[src/rtl/reset_sequencer.sv]
// Chip-level reset release sequencer: holds every domain in reset, then releases
// domains in index order, each after its own delay and a ready handshake (or timeout).
module reset_sequencer #(
  parameter int NUM_DOM  = 4,
  parameter int CNT_W    = 8,
  parameter int HOLD_CYC = 16,
  parameter int TMO_CYC  = 1024,
  localparam int IDX_W   = (NUM_DOM > 1) ? $clog2(NUM_DOM) : 1
) (
  input  logic                     i_clk,
  input  logic                     i_rst,
  input  logic                     i_sw_rst_req,
  input  logic [NUM_DOM*CNT_W-1:0] i_dly,
  input  logic [NUM_DOM-1:0]       i_dom_ready,
  output logic [NUM_DOM-1:0]       o_rst_n,
  output logic                     o_busy,
  output logic                     o_done,
  output logic                     o_err,
  output logic [IDX_W-1:0]         o_err_dom
);

  localparam int HOLD_W = $clog2(HOLD_CYC + 1);
  localparam int TMO_W  = $clog2(TMO_CYC + 1);

  localparam logic [HOLD_W-1:0] HOLD_LAST = HOLD_W'(HOLD_CYC - 1);
  localparam logic [TMO_W-1:0]  TMO_LAST  = TMO_W'(TMO_CYC - 1);
  localparam logic [IDX_W-1:0]  IDX_LAST  = IDX_W'(NUM_DOM - 1);

  typedef enum logic [1:0] {
    HOLD,
    DELAY,
    WAIT_RDY,
    DONE
  } state_e;

  state_e              state_q, state_d;
  logic [IDX_W-1:0]    idx_q, idx_d, idx_nxt;
  logic [HOLD_W-1:0]   hold_q, hold_d;
  logic [CNT_W-1:0]    dly_q, dly_d;
  logic [TMO_W-1:0]    tmo_q, tmo_d;
  logic [NUM_DOM-1:0]  rst_n_q, rst_n_d;
  logic                err_q, err_d;
  logic [IDX_W-1:0]    err_dom_q, err_dom_d;
  logic                advance;

  logic [CNT_W-1:0] dly_field [NUM_DOM];

  for (genvar k = 0; k < NUM_DOM; k++) begin : g_dly_field
    assign dly_field[k] = i_dly[k*CNT_W +: CNT_W];
  end

  assign idx_nxt = idx_q + IDX_W'(1);

  always_comb begin
    // NOTE: every signal written here gets a default first so no path can infer a latch.
    state_d   = state_q;
    idx_d     = idx_q;
    hold_d    = hold_q;
    dly_d     = dly_q;
    tmo_d     = tmo_q;
    rst_n_d   = rst_n_q;
    err_d     = err_q;
    err_dom_d = err_dom_q;
    advance   = 1'b0;

    case (state_q)
      HOLD: begin
        if (hold_q == HOLD_LAST) begin
          state_d = DELAY;
          idx_d   = '0;
          hold_d  = '0;
          dly_d   = dly_field[0];
        end else begin
          hold_d = hold_q + HOLD_W'(1);
        end
      end
      DELAY: begin
        if (dly_q == '0) begin
          rst_n_d[idx_q] = 1'b1;
          tmo_d          = '0;
          state_d        = WAIT_RDY;
        end else begin
          dly_d = dly_q - CNT_W'(1);
        end
      end
      WAIT_RDY: begin
        // Ready is checked first so a same-edge ready beats the timeout.
        if (i_dom_ready[idx_q]) begin
          advance = 1'b1;
        end else if (tmo_q == TMO_LAST) begin
          advance = 1'b1;
          err_d   = 1'b1;
          if (!err_q) err_dom_d = idx_q;
        end else begin
          tmo_d = tmo_q + TMO_W'(1);
        end
        if (advance) begin
          if (idx_q == IDX_LAST) begin
            state_d = DONE;
          end else begin
            idx_d   = idx_nxt;
            dly_d   = dly_field[idx_nxt];
            state_d = DELAY;
          end
        end
      end
      DONE: ;
      default: state_d = HOLD;
    endcase

    // A software request aborts whatever is in flight and restarts the full hold.
    if (i_sw_rst_req) begin
      state_d   = HOLD;
      idx_d     = '0;
      hold_d    = '0;
      dly_d     = '0;
      tmo_d     = '0;
      rst_n_d   = '0;
      err_d     = 1'b0;
      err_dom_d = '0;
    end
  end

  // NOTE: state registers use non-blocking assignments so every flop samples pre-edge values.
  always_ff @(posedge i_clk) begin
    if (i_rst) begin
      state_q   <= HOLD;
      idx_q     <= '0;
      hold_q    <= '0;
      dly_q     <= '0;
      tmo_q     <= '0;
      rst_n_q   <= '0;
      err_q     <= 1'b0;
      err_dom_q <= '0;
    end else begin
      state_q   <= state_d;
      idx_q     <= idx_d;
      hold_q    <= hold_d;
      dly_q     <= dly_d;
      tmo_q     <= tmo_d;
      rst_n_q   <= rst_n_d;
      err_q     <= err_d;
      err_dom_q <= err_dom_d;
    end
  end

  assign o_rst_n   = rst_n_q;
  assign o_busy    = (state_q != DONE);
  assign o_done    = (state_q == DONE);
  assign o_err     = err_q;
  assign o_err_dom = err_dom_q;

endmodule

[config.mk]
export PLATFORM = sky130hd
export DESIGN_NAME = reset_sequencer
export DESIGN_NICKNAME = d
export VERILOG_FILES = /design/src/rtl/reset_sequencer.sv
export SDC_FILE = /design/constraint.sdc
export NUM_CORES = 1
export LEC_CHECK = 0
export ABC_AREA = 1
export CELL_PAD_IN_SITES_DETAIL_PLACEMENT = 0
export CELL_PAD_IN_SITES_GLOBAL_PLACEMENT = 2
export CORE_MARGIN = 10
export CORE_UTILIZATION = 27
export CTS_CLUSTER_DIAMETER = 30
export DETAILED_ROUTE_END_ITERATION = 10
export DONT_BUFFER_PORTS = 1
export PLACE_DENSITY_LB_ADDON = 0.1
export SLEW_MARGIN = 25
export SYNTH_ARGS = -nofsm -noshare
export SYNTH_HDL_FRONTEND = slang
export SYNTH_SLANG_ARGS = --single-unit
[constraint.sdc]
create_clock -name i_clk -period 2.39 [get_ports i_clk]
set_clock_uncertainty 0.2 [all_clocks]
set_input_delay 0.1195 -clock i_clk [delete_from_list [all_inputs] [get_ports i_clk]]
set_output_delay 0.1195 -clock i_clk [all_outputs]
set_load 0.02 [all_outputs]
-- Word level (Yosys, flattened, before mapping)
Index checks and enable logic that the tools add are counted.
- bits of input ports: 39
- register bits after elaboration: 35
- output and inout bits: 9
- bitwise gates (word level): 4
- add/subtract/negate cells: 4
- reduce and logical (&&, ||, !) cells: 14
- magnitude comparators: 3
- equal/unequal tests: 14
- multiplexer cells: 29
- operator list (kind ; count):
    $mux W8 ; 6
    $mux W11 ; 3
    $pmux W8 S3 ; 1
    $pmux W11 S2 ; 1
    $bmux W8 S2 ; 1
    $ne A2 B2 Y1 const B ; 8
    $reduce_and A4 Y1 ; 4
    $mux W2 ; 7
    $add A11 B1 Y11 const B ; 1
    $eq A11 B10 Y1 const B ; 1
    $logic_not A8 Y1 ; 1
    $sub A8 B1 Y8 const B ; 1
    $eq A2 B2 Y1 const B ; 3
    $pmux W2 S3 ; 1
    $add A5 B1 Y5 const B ; 1
    $eq A5 B4 Y1 const B ; 1
    $mux W1 ; 5
    $mux W5 ; 1
    $reduce_and A5 Y1 ; 1
    $or A4 B4 Y4 ; 1
    $pmux W2 S2 ; 1
    $reduce_bool A2 Y1 ; 2
    $ge A3 B3 Y1 const B ; 1
    $lt A2 B3 Y1 const B ; 1
    other kinds (13) ; 14

-- Depth between registers and ports, before layout
Gate-level depths: netlist of run 1.
- word-level depth: 8
- depth in mapped cells: 15

-- Least setup slack after synthesis of run 1
OpenSTA, ideal clock, no wires.
- path kind: register to register
- from: register idx_q[0]
- to: register dly_q[3]
- buffers on the path: 3
- path slack: 0.312 ns
- period minus slack after synthesis: 2.078 ns
- cell stages (with the launch flop): 16
- setup time: 0.113 ns
- data required time: 2.077 ns
- arrival: 1.764 ns
- path through: dfxtp_1 > inv_2 > buf_6 > buf_6 > ha_1 > buf_2 > inv_1 > nor2_1 > o21ai_0 > nand2_1 > nand2_1 > nand2_1 > nand2_1 > nand2_1 > nor2_1 > nor2_1
- cells in the longest elaborated chain, start to end: 8
- elaborated cells between the ends (all ways): 16
- RTL lines (what ; RTL line ; source):
    start: declaration ; 37 ; logic [IDX_W-1:0] idx_q, idx_d, idx_nxt;
    start signal: assignment ; 137 ; idx_q <= idx_d;
    $add A2 B1 Y2 ; 52 ; assign idx_nxt = idx_q + IDX_W'(1);
    $not A2 Y3 (not written as such) ; 102 ; dly_d = dly_field[idx_nxt];
    $bmux W8 S2 ; 102 ;
    $mux W8 (not written as such) (2 in series) ; 102 ;
    $mux W8 ; 98 ; if (idx_q == IDX_LAST) begin
    $mux W8 ; 97 ; if (advance) begin
    $pmux W8 S3 ; 66 ; case (state_q)
    end signal: assignment ; 139 ; dly_q <= dly_d;
    end: declaration ; 39 ; logic [CNT_W-1:0] dly_q, dly_d;
Parallel ways exist; a longest one is shown, timed or not. The select of a mux whose other input is x is not followed.
A chain may end at the register's enable or synchronous reset.

-- Worst setup path in the final report of run 1
- from: input port i_rst
- to: register hold_q[0]
- cells in the longest elaborated chain, start to end: 1
- RTL lines (what ; RTL line ; source):
    start: declaration ; 11 ; input logic i_rst,
    $reduce_or A2 Y1 (no source line) ; -- ;
    end signal: assignment ; 138 ; hold_q <= hold_d;
    end: declaration ; 38 ; logic [HOLD_W-1:0] hold_q, hold_d;
Every way passes these cells.

==> results of run 1 <==
## timing repair
action                                 CTS  global route
setup endpoints to repair                0             1
endpoints found under the hold margin   11             0
hold buffers                            10             0
## sequential cells by signal, summed over array words and instances, names as in the netlist
signal and flops:
dly_q 8, hold_q 5, idx_q 2, o_err 1, o_err_dom 2, o_rst_n 4, state_q 2, tmo_q 11
## logic make-up (layout without fill, tap and decap cells)
kind of cell               after synthesis  count (layout)  share of synthesized area
adders and majority gates               12              12                    0.05839
AOI/OAI and AO/OA                       46              46                    0.09392
buffers and inverters                   57              72                     0.1002
DFF                                     35              35                     0.2725
and+or+nand+nor                        244             244                     0.4579
xor gates and xnor gates                 5               5                    0.01703
## layer usage
| layer | wire [µm] | up-vias | GRT usage |
|---|---|---|---|
| met5 | 0 | - | 0 |
| met4 | 59 | 0 | 0.03014 |
| met3 | 322 | 4 | 0.02734 |
| met2 | 3915 | 37 | 0.1958 |
| met1 | 3478 | 1120 | 0.1280 |
| li1 | - | 1304 | - |
## cell usage after synthesis, types with 2 or more instances
cell	instances
a21oi_1	26
buf_2	5
buf_4	2
buf_6	3
clkbuf_1	3
dfxtp_1	35
ha_1	12
inv_1	38
inv_2	3
nand2_1	113
nand2_2	6
nand2_4	4
nand3_1	41
nand3_4	3
nand4_1	7
nor2_1	52
nor2_2	4
nor2_4	3
nor3_1	3
o21ai_0	11
o21ai_1	6
or2_2	2
xnor2_1	2
xor2_1	3
## worst paths after layout
check	from	to	slack (ps)
max reg2reg	state_q[0]	tmo_q[2]	340
min reg2reg	hold_q[4]	hold_q[4]	250
max	i_rst	hold_q[0]	180
min	i_dly[6]	dly_q[6]	-10
## cells in the final DEF (no fill, tap or decap), types with 2 or more instances in the layout
cell,Yosys,routed
nor3_1,3,3
nand2_1,113,113
nand2_2,6,6
a21oi_1,26,26
xor2_1,3,3
o21ai_0,11,11
xnor2_1,2,2
nor2_2,4,4
nand3_1,41,41
nor2_4,3,3
nand3_4,3,3
ha_1,12,12
dfxtp_1,35,35
or2_2,2,2
nand2_4,4,4
clkbuf_8,0,6
nor2_1,52,52
buf_4,2,10
o21ai_1,6,6
inv_2,3,3
dlygate4sd3_1,0,10
nand4_1,7,7
inv_1,38,38
## tightest hold or removal path: stages
cell     delay [ps]
inv_1            60
nand2_1          50
nand2_1          60
nand2_1          60
nand2_1          60
nor2_1           30
## power by group through the flow
| stage | logic (mW) | clock network [mW] | registers (mW) |
|---|---|---|---|
| after global routing | 0.0692 | 0.491 | 0.586 |
| after global placement | 0.0475 | 0 | 0.599 |
| after floorplan | 0.0373 | 0 | 0.599 |
| after detailed placement | 0.0476 | 0 | 0.599 |
| final | 0.0600 | 0.450 | 0.586 |
| after CTS | 0.0616 | 0.477 | 0.586 |
## layout make-up
| cell class | count | area share |
|---|---|---|
| sequential | 35 | 0.2391 |
| timing repair buffer | 21 | 0.06661 |
| tap | 129 | 0.05508 |
| clock inverter | 1 | 0.001708 |
| multi-input combinational | 307 | 0.5504 |
| clock buffer | 6 | 0.02818 |
| inverter | 44 | 0.05892 |
==> impl_results.md, run 1 <==
* Status: finished, violations left
* Failing checks: hold timing
* Critical Path Sink Type: flop
* Storage cell area at ~700 µm²
* Yosys top cell area share at 0.2725
* Cell chain of the critical path: dlygate4sd3_1 > nor2_1 > dlygate4sd3_1 > buf_4 > inv_1 > a211oi_1
* Yosys warns at 0
* Initial Util at 0.2783
* Part of the cycle the worst path needs at 0.9257
* Die Ht at about 120 µm
* Final Total Pwr at between 1 and 1.5 mW
* Post-CTS sizing at 0
* Sw Share at 0.2351
* Max-slew headroom at 0.4605
* Htree depth at 2
* Most used cell, CP: dlygate4sd3_1
* Finished Core Util at 0.3171
* First-pass GRT wire length at around 13000 µm
* Count of maximum capacitance violations at 0
* Initial antenna violation count at 0
* Final cell count without fillers at ~540
* Io pins at 48
* Maximum VDD drop at 0.0001447 V
* Inserted Diodes at 0
* Worst skew pair latency at approximately 290 ps
* Pins Over Slew Limit at 0
* Combinational power share at 0.055
* PwrDens at about 370 mW/mm²
* Yosys reg bits at 35
* Filler Cell Count at between 1000 and 1500
* Leakage at about 1.1 nW
* Nets at approximately 470
* Area post-placement at ~0.0027 mm²
* Synth Net Count at between 400 and 500
* Asr flop ratio synth at 0
* Top cells by area, synth: dfxtp_1 (27%), nand2_1 (16%), nand3_1 (8.0%)
* Avg WL per Cell at 14.32 µm
* Die area at 0.01383 mm²
* Worst slew pin tran at ~810 ps
* CTS buffer count at 5
* Residual DRC at 0
* Final Hold Vio Count at 1
* Post-CTS setup buffers at 0
* Clock-pin transition on the worst setup and hold timing paths at 70 ps
* Setup TNS at 0 ps
* Yosys top cell by area: dfxtp_1
* CTS tree: done
* Detail Placement HPWL at between 6000 and 7000 µm
* Internal cell power at roughly 0.84 mW
* Port Buf Inserts at 0
* Vias in the first global route at approximately 2400
* Reg2reg path depth at 7
* Number of synthesized flops with an enable pin at 0
* Vias at around 2500
* Synth Cell Area at 0.002571 mm²
* Unrepaired setup endpoints after global routing: yes
* Critical path's largest stage delay at around 550 ps
* Share of the yosys chip area belonging to registers at 0.2725
* Placed insts at approximately 530
* Sum of buffers and inverters on the critical path at 4
* Max clock buf depth at 2
* Largest net degree at the start of global routing at 23
* Sink Count at 35
* Minimum clock period at roughly 2200 ps
* Area Growth Syn to Fin at 13.97%
* Fraction of layout cells with a size suffix above 1 at 0.1232
* Avg Synthesized Cell Area at around 6.4 µm²
* Width of the die at 117.6 µm
* Crit Path Max Fanout at 22
* Finish-stage setup viols at 0
* GP Congestion at roughly 0.76
* CP startpoint kind: input port
* Hold WC Path Type: input port to flop
* Gr ovfl total at 0
* Unique cell type count in the Yosys netlist at 36
* Final wirelength at ~7800 µm
* Main flop type after synthesis: dfxtp_1
* Pre-CTS WS at around 310 ps
* CP Data Required Time at between 2000 and 2500 ps
* Switching pwr at approximately 0.26 mW
* CP Class: input port to flop
* Setup ws final at between 150 and 200 ps
* # rows at 35
* Gr usage total at 0.1104
* Drt via density at around 4.5
* CTS root buffer: clkbuf_8
* Area of the multi-input gates at between 0.0015 and 0.002 mm²
* Critical Path AT at approximately 2200 ps
* Critical path depth at 6
* Drt pass-1 iters at 4
* CP max-delay cell: dlygate4sd3_1
* Clk pwr share at 0.411
* Synth Instances at 399
* Hold path cells at 6
* Post-DRT Antenna Nets at 0
* Crit path max-delay family: buffers and inverters
* Drt first-iter violations at between 100 and 150
* Sequential share of power at 0.534
* Max Fclk at 0.4520 GHz
* Worst hold margin at -10.12 ps
* Post-route cell area at slightly below 0.003 mm²
* Core ar. at 0.009240 mm²
(Power assumes the default switching activity.)
==> run 2, diff against run 1 <==
==> constraint.sdc (replaced) <==
create_clock -name i_clk -period 1.9 [get_ports i_clk]
set_clock_uncertainty 0.2 [all_clocks]
set_input_delay 0.095 -clock i_clk [delete_from_list [all_inputs] [get_ports i_clk]]
set_output_delay 0.095 -clock i_clk [all_outputs]
set_load 0.02 [all_outputs]
==> run 2 against run 1 <==
  * The flow now finishes without violations
  * Die area stayed put
  * Via count is 1.9% higher
  * Setup slack worse by 39 ps
  * Wire length is 0.80% higher
  * Cell area is 6.3% higher
  * Hold slack better by 26 ps
  * Combinational power is 37% higher
  * Critical endpoint is now dly_q[5]
==> impl_results.md, run 2 (synthesis results as in run 1) <==
* Avg WL per Cell at ~14 µm
* Gr usage total at 0.1092
* Sequential share of power at 0.487
* Minimum clock period at 1762 ps
* Max clock buf depth at 2
* Part of the cycle the worst path needs at 0.9273
* Width of the die at between 100 and 150 µm
* Post-route cell area at between 0.003 and 0.004 mm²
* Final Hold Vio Count at 0
* Crit path to: dly_q[5]
* CP max-delay cell: dfxtp_1
* Commonest non-fill, non-tap cells in the layout: nand2_1 (113), nor2_1 (52), nand3_1 (41), inv_1 (37), dfxtp_1 (33)
* Status: finished, final reports clean
* Largest regs: tmo_q x11, dly_q x8, hold_q x5
* Io pins at 48
* Largest net degree at the start of global routing at 14
* CP Data Required Time at roughly 1900 ps
* Critical path depth at 10
* Commonest non-fill, non-tap cell in the layout: nand2_1
* Crit path max-delay family: simple AND/OR/NAND/NOR gates
* Maximum VDD drop at about 0.00024 V
* Largest Register: tmo_q
* Clk pwr share at 0.459
* Pins Over Slew Limit at 0
* Drt first-iter violations at just under 100
* Setup ws final at about 140 ps
* CP startpoint kind: flop
* Drt via density at around 4.5
* Die area at roughly 0.014 mm²
* Area Growth Syn to Fin at 21.17%
* Final Total Pwr at 1.511 mW
* # rows at 35
* Residual DRC at 0
* Worst skew pair latency at a little under 300 ps
* Worst slew pin tran at between 400 and 500 ps
* Die Ht at around 120 µm
* Drt pass-1 iters at 6
* Hold WC Path Type: input port to flop
* Core ar. at about 0.0092 mm²
* Vias at approximately 2500
* Worst R2R Setup Slack at 140 ps
* Post-DRT Antenna Nets at 0
* Fraction of layout cells with a size suffix above 1 at 0.1728
* Detail Placement HPWL at about 6000 µm
* Critical Path Sink Type: flop
* Max FFs per register at 11
* Max-slew headroom at 0.7090
* Final wirelength at a little under 8000 µm
* Reg2reg path depth at 10
* PwrDens at slightly below 500 mW/mm²
* FF-to-FF End: dly_q[5]
* CTS tree: done
* First-pass GRT wire length at ~13000 µm
* Htree depth at 2
* Critical Path AT at 1740 ps
* Area post-placement at roughly 0.0029 mm²
* Combinational power share at 0.054
* Setup TNS at 0 ps
* Sink Count at 35
* Sum of buffers and inverters on the critical path at 0
* Internal cell power at roughly 1.2 mW
* Initial Util at 0.2783
* Leakage at 1.238 nW
* Vias in the first global route at roughly 2500
* Initial antenna violation count at 0
* Critical path's largest stage delay at roughly 400 ps
* CP Class: flop to flop
* Max Fclk at between 0.5 and 0.6 GHz
* Sw Share at 0.2302
* Pre-CTS WS at around 67 ps
* Inserted Diodes at 0
* Port Buf Inserts at 0
* Gr ovfl total at 0
* Hold path cells at 6
* Cell chain of the critical path: ha_1 > nand2_1 > nor2_1 > nor2_1 > nor2_4 > nand2_4 > nor2_8 > nand2_1 > nand2_1 > nor2_1
* Switching pwr at around 0.35 mW
* Reg-to-Reg Start: hold_q[0]
* Crit Path Max Fanout at 8
* CTS root buffer: clkbuf_8
* CTS buffer count at 5
* Count of maximum capacitance violations at 0
* Clock-pin transition on the worst setup and hold timing paths at ~80 ps
* Finish-stage setup viols at 0
* Nets at between 400 and 500
* CP Launch Point: hold_q[0]
* GP Congestion at ~0.74
[run 2: changes by cell type in the layout (fill, tap and decap cells not counted), moves of 2 or more]
| cell | previous run | this run |
|---|---|---|
| buf_4 | 10 | 27 |
| dfxtp_1 | 35 | 33 |
| dlygate4sd3_1 | 10 | 12 |
| ha_1 | 12 | 9 |
| ha_2 | 0 | 2 |
| inv_4 | 1 | 3 |
[run 2: final cells by class]
| cell class | instances | area [µm²] |
|---|---|---|
| clock inverters | 3 | 43.79 |
| fillers | 1039 | 6125 |
| well taps | 129 | 161.4 |
| multi-input cells | 307 | 1630 |
| flip-flops and latches | 35 | 705.7 |
| clock buffers | 5 | 68.82 |
| inverters | 44 | 177.7 |
| repair buffers | 40 | 327.8 |
[run 2: worst min-delay path by stage]
stage,from,to,slack [ps]
finish,i_dly[9],dly_q[1],20
global placement,i_dly[3],dly_q[3],140
CTS,i_dly[9],dly_q[1],20
detailed placement,i_dly[3],dly_q[3],150
floorplan,i_rst,hold_q[2],90
global route,i_dly[9],dly_q[1],50
[run 2: worst register-to-register path, cell delays in order (launching register included)]
cell and delay (ps):
dfxtp_1 390, ha_1 190, nand2_1 50, nor2_1 130, nor2_1 120, nor2_4 190, nand2_4 90, nor2_8 140
nand2_1 80, nand2_1 60, nor2_1 30
[run 2: through the flow]
step,cells,util,hold WS (ps)
after floorplan,399,-,93.70
after global placement,541,0.3094,138.6
after detailed placement,541,0.3094,146.1
after CTS,561,0.3346,16.42
after global routing,563,0.3372,47.64
final,563,0.3372,15.47
[run 2: power groups by stage]
| stage | clock network [mW] | logic (mW) | registers (mW) |
|---|---|---|---|
| 2_1_floorplan | 0 | 0.0469 | 0.754 |
| 3_3_place_gp | 0 | 0.0622 | 0.754 |
| 3_5_place_dp | 0 | 0.0625 | 0.754 |
| 4_1_cts | 0.730 | 0.0835 | 0.737 |
| 5_1_grt | 0.750 | 0.0926 | 0.736 |
| 6_report | 0.694 | 0.0820 | 0.735 |
[run 2: metal layers]
| metal | GRT usage | wire length, µm | vias up |
|---|---|---|---|
| li1 | - | - | 1343 |
| met1 | 0.1275 | 3540 | 1134 |
| met2 | 0.1941 | 3947 | 32 |
| met3 | 0.02782 | 289 | 4 |
| met4 | 0.02550 | 60 | 0 |
| met5 | 0 | 0 | - |
[run 2: what timing repair did]
action / CTS / global route
hold endpoints to repair: 15 / 0
hold buffers: 12 / 0
buffers inserted: 0 / 2
gates resized for setup: 0 / 5
endpoints found under the setup margin: 0 / 11
